[src/rtl/mole_pkg.sv]
// Shared types and constants for the mole game: button count, game state codes,
// and the press event payload passed from the input stage to the game FSM.
package mole_pkg;

    localparam int unsigned MOLE_N_BTN  = 4;
    localparam int unsigned MOLE_IDX_W  = (MOLE_N_BTN > 1) ? $clog2(MOLE_N_BTN) : 1;

    typedef enum logic [2:0] {
        ST_IDLE      = 3'd0,
        ST_PLAY      = 3'd1,
        ST_HIT       = 3'd2,
        ST_GAME_OVER = 3'd3,
        ST_MISS      = 3'd4,
        ST_CLEAR     = 3'd5
    } game_state_e;

    typedef struct packed {
        logic                  multi;
        logic [MOLE_IDX_W-1:0] idx;
    } press_evt_t;

    localparam int unsigned PRESS_EVT_W = $bits(press_evt_t);

endpackage

[src/rtl/btn_debounce.sv]
// One button: 2-flop synchroniser, then a stable level that only follows the
// synchronised input after DEBOUNCE_CYCLES consecutive cycles of disagreement.
module btn_debounce #(
    parameter int unsigned DEBOUNCE_CYCLES = 20000
) (
    input  logic clk,
    input  logic rst,
    input  logic raw,
    output logic sync,
    output logic level
);

    localparam int unsigned CNT_W = $clog2(DEBOUNCE_CYCLES);

    logic             sync1_q, sync1_d;
    logic             sync2_q, sync2_d;
    logic             level_q, level_d;
    logic [CNT_W-1:0] cnt_q, cnt_d;

    always_comb begin
        sync1_d = raw;
        sync2_d = sync1_q;
        level_d = level_q;
        cnt_d   = '0;
        if (sync2_q != level_q) begin
            if (cnt_q == CNT_W'(DEBOUNCE_CYCLES - 1)) begin
                level_d = sync2_q;
            end else begin
                cnt_d = cnt_q + CNT_W'(1);
            end
        end
    end

    always_ff @(posedge clk or posedge rst) begin
        if (rst) begin
            sync1_q <= 1'b0;
            sync2_q <= 1'b0;
            level_q <= 1'b0;
            cnt_q   <= '0;
        end else begin
            sync1_q <= sync1_d;
            sync2_q <= sync2_d;
            level_q <= level_d;
            cnt_q   <= cnt_d;
        end
    end

    assign sync  = sync2_q;
    assign level = level_q;

endmodule

[src/rtl/mole_button_input.sv]
// Player input front end: debounced button levels, press-edge detection and a
// 1-deep valid/ready event register (lowest index wins, multi flag, sticky overrun).
module mole_button_input
    import mole_pkg::*;
#(
    parameter  int unsigned N_BTN           = MOLE_N_BTN,
    parameter  int unsigned DEBOUNCE_CYCLES = 20000,
    parameter  bit          ACTIVE_LOW      = 1'b0,
    localparam int unsigned IDX_W           = (N_BTN > 1) ? $clog2(N_BTN) : 1
) (
    input  logic             clk,
    input  logic             rst,
    input  logic [N_BTN-1:0] btn_raw,
    input  logic             enable,
    input  logic             press_ready,
    output logic [N_BTN-1:0] btn_level,
    output logic             press_valid,
    output logic [IDX_W-1:0] press_idx,
    output logic             press_multi,
    output logic             overrun
);

    logic [N_BTN-1:0] btn_norm;
    logic [N_BTN-1:0] sync_s;
    logic [N_BTN-1:0] level_s;

    assign btn_norm = btn_raw ^ {N_BTN{ACTIVE_LOW}};

    for (genvar g = 0; g < N_BTN; g++) begin : g_db
        btn_debounce #(.DEBOUNCE_CYCLES(DEBOUNCE_CYCLES)) u_db (
            .clk   (clk),
            .rst   (rst),
            .raw   (btn_norm[g]),
            .sync  (sync_s[g]),
            .level (level_s[g])
        );
    end

    logic [N_BTN-1:0] level_dly_q, level_dly_d;
    logic [N_BTN-1:0] rise_q, rise_d;
    logic [N_BTN-1:0] armed_q, armed_d;
    logic [1:0]       prime_q, prime_d;
    logic             valid_q, valid_d;
    logic [IDX_W-1:0] idx_q, idx_d;
    logic             multi_q, multi_d;
    logic             overrun_q, overrun_d;
    logic [IDX_W-1:0] new_idx;
    logic             new_multi;
    logic             new_ev;

    // A button is armed once it has been seen released after reset, so a button
    // held through reset cannot produce an event until it is re-pressed.
    always_comb begin
        prime_d     = {prime_q[0], 1'b1};
        armed_d     = armed_q | (prime_q[1] ? (~sync_s & ~level_s) : '0);
        level_dly_d = level_s;
        rise_d      = level_s & ~level_dly_q & armed_q;

        new_idx = '0;
        for (int i = int'(N_BTN) - 1; i >= 0; i--) begin
            if (rise_q[i]) new_idx = IDX_W'(i);
        end
        new_multi = |(rise_q & (rise_q - N_BTN'(1)));
        new_ev    = enable && (|rise_q);

        valid_d   = valid_q;
        idx_d     = idx_q;
        multi_d   = multi_q;
        overrun_d = overrun_q;
        if (!enable) begin
            valid_d   = 1'b0;
            overrun_d = 1'b0;
        end else if (new_ev) begin
            if (!valid_q || press_ready) begin
                valid_d = 1'b1;
                idx_d   = new_idx;
                multi_d = new_multi;
            end else begin
                overrun_d = 1'b1;
            end
        end else if (valid_q && press_ready) begin
            valid_d = 1'b0;
        end
    end

    always_ff @(posedge clk or posedge rst) begin
        if (rst) begin
            prime_q     <= '0;
            armed_q     <= '0;
            level_dly_q <= '0;
            rise_q      <= '0;
            valid_q     <= 1'b0;
            idx_q       <= '0;
            multi_q     <= 1'b0;
            overrun_q   <= 1'b0;
        end else begin
            prime_q     <= prime_d;
            armed_q     <= armed_d;
            level_dly_q <= level_dly_d;
            rise_q      <= rise_d;
            valid_q     <= valid_d;
            idx_q       <= idx_d;
            multi_q     <= multi_d;
            overrun_q   <= overrun_d;
        end
    end

    assign btn_level   = level_s;
    assign press_valid = valid_q;
    assign press_idx   = idx_q;
    assign press_multi = multi_q;
    assign overrun     = overrun_q;

endmodule
[config.mk]
export PLATFORM = sky130hd
export DESIGN_NAME = mole_button_input
export DESIGN_NICKNAME = d
export VERILOG_FILES = /design/src/rtl/mole_pkg.sv /design/src/rtl/btn_debounce.sv /design/src/rtl/mole_button_input.sv
export SDC_FILE = /design/constraint.sdc
export NUM_CORES = 1
export LEC_CHECK = 0
export ABC_AREA = 1
export BUFFER_PORTS_ARGS = -buffer_cell sky130_fd_sc_hd__buf_2
export CAP_MARGIN = 20
export CORE_AREA = 5 5 103 105
export DETAILED_ROUTE_END_ITERATION = 7
export DIE_AREA = 0 0 108 110
export GPL_ROUTABILITY_DRIVEN = 0
export PLACE_DENSITY_LB_ADDON = 0.08
export SLEW_MARGIN = 20
export SYNTH_ARGS = -nofsm -noshare
export SYNTH_HDL_FRONTEND = slang
export SYNTH_SLANG_ARGS = --single-unit
export TNS_END_PERCENT = 10
[constraint.sdc]
create_clock -name clk -period 3.6 [get_ports clk]
set_clock_uncertainty 0.05 [all_clocks]
set_input_delay 0.18 -clock clk [delete_from_list [all_inputs] [get_ports clk]]
set_output_delay 0.18 -clock clk [all_outputs]
set_load 0.02 [all_outputs]
* Word level (Yosys, flattened, before mapping)
Cells that the tools add are included.
** Operators by class
- Add/sub/neg operators :: 5
- Equality and inequality tests :: 12
- Multiplexer cells :: 20
- Bitwise gates (word level) :: 8
- Reductions and logical operators :: 13
** Operator list (number)
- 15-bit 2-to-1 mux :: 8
- 15-bit by 1-bit adder with 15-bit output, second input constant :: 4
- 15-bit equality test, second input constant :: 4
- 4-bit bitwise AND :: 4
- 4-bit NOT :: 3
- 2-bit AND reduction :: 6
- 2-bit 2-to-1 mux :: 4
- 4-bit OR reduction :: 2
- 1-bit 2-to-1 mux :: 7
- 4-bit 2-to-1 mux :: 1
- 1-bit inequality test :: 4
- 4-bit bitwise OR :: 1
- 4-bit by 1-bit subtractor with 4-bit output, second input constant :: 1
- 3-bit by 1-bit inequality test with 1-bit output, second input constant :: 1
- 3-bit by 2-bit inequality test with 1-bit output, second input constant :: 1
- 3-bit AND reduction :: 1
- 1-bit logical AND :: 2
- 2-bit by 1-bit inequality test with 1-bit output, second input constant :: 1
- 2-bit inequality test, second input constant :: 1
- 1-bit zero test :: 1
- 1-bit logical OR :: 1
** Word-level totals
- Register bits :: 91
- Input bits :: 8
- Output and inout port bits :: 9
- Logic and storage cells :: 82

* Logic depth before layout (Yosys ltp)
- Depth in word-level cells :: 5
- Depth in mapped cells :: 9

* Modules after synthesis
A second synthesis with hierarchy kept.
** Unflattened totals
- Cells, all modules :: 518
- Area, all modules :: 4519.3 µm²
** By module, submodules not included
- btn_debounce (g_db[0].u_db ...) :: instances 3, cells each 115, area each 972.2 µm², seq. area each 450.4 µm²
- btn_debounce (g_db[1].u_db) :: instances 1, cells each 108, area each 907.1 µm², seq. area each 450.4 µm²
- mole_button_input :: instances 1, cells each 65, area each 695.7 µm², seq. area each 475.5 µm²

* Least setup slack after synthesis
OpenSTA, ideal clock, no wires.
- Kind :: flip-flop to flip-flop
- From :: register g_db[2].u_db.cnt_q[0]
- To :: register g_db[2].u_db.cnt_q[14]
- Arrival :: 1.172 ns
- Data required time :: 3.433 ns
- Setup slack :: 2.261 ns
- Cell stages (with the launch flop) :: 9
- Path buffers :: 0
- Path through :: dfrtp_1 ha_1 nand2_4 nor2_4 inv_2 nor2_2 nand2_2 nand2_8 nor2_2
** On the way
- Word-level cells in the longest chain between the ends :: 3
- Elaborated cells on any way between the ends :: 4
- Classes of those cells :: add/sub: 1; eq/ne: 1; mux: 2
** RTL lines
- from (decl) :: RTL line btn_debounce.sv:18 : logic [CNT_W-1:0] cnt_q, cnt_d;
- from (signal assigned) :: RTL line btn_debounce.sv:44 : cnt_q <= cnt_d;
- 15-bit by 1-bit adder with 15-bit output or 15-bit equality test (tied branches) :: RTL line btn_debounce.sv:29, btn_debounce.sv:26
- 15-bit 2-to-1 mux (*) :: RTL line btn_debounce.sv:26 : if (cnt_q == CNT_W'(DEBOUNCE_CYCLES - 1)) begin
- 15-bit 2-to-1 mux (*) :: RTL line btn_debounce.sv:25 : if (sync2_q != level_q) begin
- net g_db[2].u_db.cnt_d[14] :: RTL line btn_debounce.sv:18
The timed path passes the listed nets; every way through them passes the cells marked *.
A chain may end at the register's enable or synchronous reset.

* Worst setup path after layout
- From :: register g_db[1].u_db.level_q
- To :: register g_db[1].u_db.cnt_q[2]
** On the way
- Word-level cells in the longest chain between the ends :: 2
** RTL lines
- from (decl) :: RTL line btn_debounce.sv:17 : logic level_q, level_d;
- from (signal assigned) :: RTL line btn_debounce.sv:43 : level_q <= level_d;
- 1-bit inequality test :: RTL line btn_debounce.sv:25
- 15-bit 2-to-1 mux :: RTL line btn_debounce.sv:25
- net g_db[1].u_db.cnt_d[2] :: RTL line btn_debounce.sv:18
- to (signal assigned) :: RTL line btn_debounce.sv:44
- to (decl) :: RTL line btn_debounce.sv:18
The timed path passes the listed nets, and every way through them passes these cells.

==> flow_summary.toml <==
[worst_setup_path]
critPathCaptureType = "flop"
cp_num_buf_inv = 2
worstPathCellList = "inv_1, ha_1, inv_1, nor3b_1"
worstPathArrival_ps = 1680
cp_top_family = "adder cells"
r2r_end = "g_db[1].u_db.cnt_q[2]"
ff2ff_path_depth = 4
slowest_stage = "ha_1"
cpMostUsedCell = "inv_1"
max_stage_delay_ps = 440
critPathLaunchType = "flop"
r2r_start = "g_db[1].u_db.level"
critPathKind = "flop to flop"
cp.required_ps = 3820
crit_fanout = 6
rrSetupSlack_ps = 2150
critPathLaunch = "g_db[1].u_db.level"

[grt]
grt_max_degree = 54
antenna_found_initial = 0
grt_pass1_wl_um = 15310
overflow = 0
grtUsageTotal = 0.1613
grt_pass1_vias = 3343

[die]
dieArea_mm2 = 0.01188
die_y_um = 110
start_util = 0.4847
core_area_mm2 = 0.009549
rows = 36
ios = 17
die_w_um = 108

[synthesis]
yosys.area.top_type = "dfrtp_1"
ys.warnings.count = 0
yosys-top-cells-area = "dfrtp_1 (49%), nand2_1 (10%), nor2_1 (7.5%), inv_1 (5.8%), nand3_1 (3.4%)"
yosys.area.top_type_share = 0.4920
synth_area_mm2 = 0.004628
ys_ff_latch = 91
synth_cell_types = 26
synth_nets = 580
ys_seq_area_frac = 0.4920
avgSynthCellArea_um2 = 8.206
synthCells = 564

[routing]
wl_per_cell_um = 11.73
dr.pass1.iters = 5
vias_per_cell = 4.776
wl_met3_um = 313
drc = 0
drt_iter0_markers = 124
wl_met1_um = 4191
wl_met2_um = 3942
routed_wl_um = 8600
top_layer = "met4"
dr_total_vias = 3501
ant_nets = 0

[clock_tree]
cts_tree = "yes"
clk_pin_slew_ps = 90
hold_buffers = 6
clock_sinks = 91
clk_latency_ps = 360
root_buffer = "clkbuf_8"
numCtsBuffers = 9
post-cts-setup-buffers = 0
cts_buffer_depth = 2
cts_resized = 0
htreeDepth = 3

[job]
max_cap_viol_count = 0

[sta]
finalCriticalPeriod_ps = 1454
relSlewSlack = 0.4081
finalSetupViolCount = 0
period_share = 0.4038
tightest_slew_ps = 886.8
fmax_mhz = 688.0
hold_violations = 0
slew_viol_final = 0
timing.setup.tns_ps = 0
rsz0062_at_grt = "false"

[power_and_ir_drop]
power.leakage_nw = 2.207
total_power_mw = 1.863
peakVddDrop_uv = 171.0
p_per_area_mw_per_mm2 = 362.8

[placement]
place_hpwl_um = 6323
numPortBuffers = 16

[layout]
area_growth_pct = 10.95
num_antenna_cells = 0
layout_common_cells = "nand2_1 (128), nor2_1 (92), dfrtp_1 (91), inv_1 (70), nand3_1 (31)"
drive_gt1_frac = 0.1667
layout_commonest_cell = "nand2_1"
nets = 611

[outcome]
status = "finished clean"

[worst_hold_path]
min_path_type = "primary input to flop"
min_to = "press_valid"
hold_depth = 4
holdCritStartpoint = "press_ready"
==> layer usage <==
metal	up-vias	GRT usage
met3	10	0.02446
li1	1821	-
met1	1615	0.2231
met4	0	0.06763
met2	55	0.2549
met5	-	0
==> Yosys cell counts (all sizes together) <==
| master | number |
|---|---|
| nand4 | 23 |
| xnor2 | 1 |
| nor3 | 13 |
| nor3b | 6 |
| nand3 | 34 |
| o21ai | 8 |
| dfrtp | 91 |
| o211ai | 2 |
| o21bai | 2 |
| nand2 | 147 |
| a21oi | 9 |
| inv | 77 |
| xor2 | 13 |
| conb | 1 |
| nor2 | 125 |
| ha | 8 |
| buf | 4 |
==> sequential cells by signal, indices dropped and copies added, names as in the netlist, 2 cells and up <==
| register | flops |
|---|---|
| rise_q | 4 |
| prime_q | 2 |
| g_db.u_db.sync | 4 |
| armed_q | 4 |
| g_db.u_db.level | 4 |
| g_db.u_db.cnt_q | 60 |
| press_idx | 2 |
| g_db.u_db.sync1_q | 4 |
| level_dly_q | 4 |
==> worst max-delay path by stage <==
stage	to	slack, ps	depth (start not counted)
final	g_db[1].u_db.cnt_q[2]	2150	4
after global routing	g_db[0].u_db.cnt_q[10]	2000	8
after CTS	g_db[1].u_db.cnt_q[2]	2120	4
after detailed placement	g_db[1].u_db.cnt_q[2]	2150	4
after global placement	g_db[1].u_db.cnt_q[2]	2140	4
after floorplan	armed_q[0]	1010	1
==> kinds of logic after synthesis <==
logic type | count (synthesis) | synth area share
and+or+nand+nor | 348 | 0.3636
DFF | 91 | 0.4920
buffers and inverters | 81 | 0.06894
AOI/OAI and AO/OA | 21 | 0.02649
xor gates and xnor gates | 14 | 0.02649
adders and majority gates | 8 | 0.02163
other | 1 | 0.0008103
==> stage by stage <==
stage	instances	instance area [um^2]	setup WS (ps)	util	hold slack, ps
floorplan	564	4628	1006	-	161.4
global placement	711	4861	2137	0.5090	238.1
detailed placement	711	4861	2146	0.5090	239.3
CTS	733	5135	2124	0.5377	30.97
global route	733	5135	2000	0.5377	35.45
finish	733	5135	2146	0.5377	47.88
==> report_power, final <==
part / switching [mW] / total, mW / internal [mW]
registers: 0.0124 / 1.05 / 1.04
logic: 0.0517 / 0.0765 / 0.0248
clock network: 0.357 / 0.736 / 0.378
total: 0.421 / 1.86 / 1.44
==> cell type report <==
| class | instances | area [um^2] |
|---|---|---|
| clock buffers | 13 | 168.9 |
| flip-flops and latches | 91 | 2277 |
| fillers | 928 | 4414 |
| inverters | 77 | 290.3 |
| well taps | 133 | 166.4 |
| repair buffers | 24 | 155.1 |
| multi-input cells | 392 | 2032 |
| clock inverters | 3 | 45.04 |
==> worst reg2reg max path, cell delays in order, from the launching register on <==
cell and delay, ps:
dfrtp_1 390, inv_1 70, ha_1 440, inv_1 200, nor3b_1 230
Power figures use the tool's default switching activity.
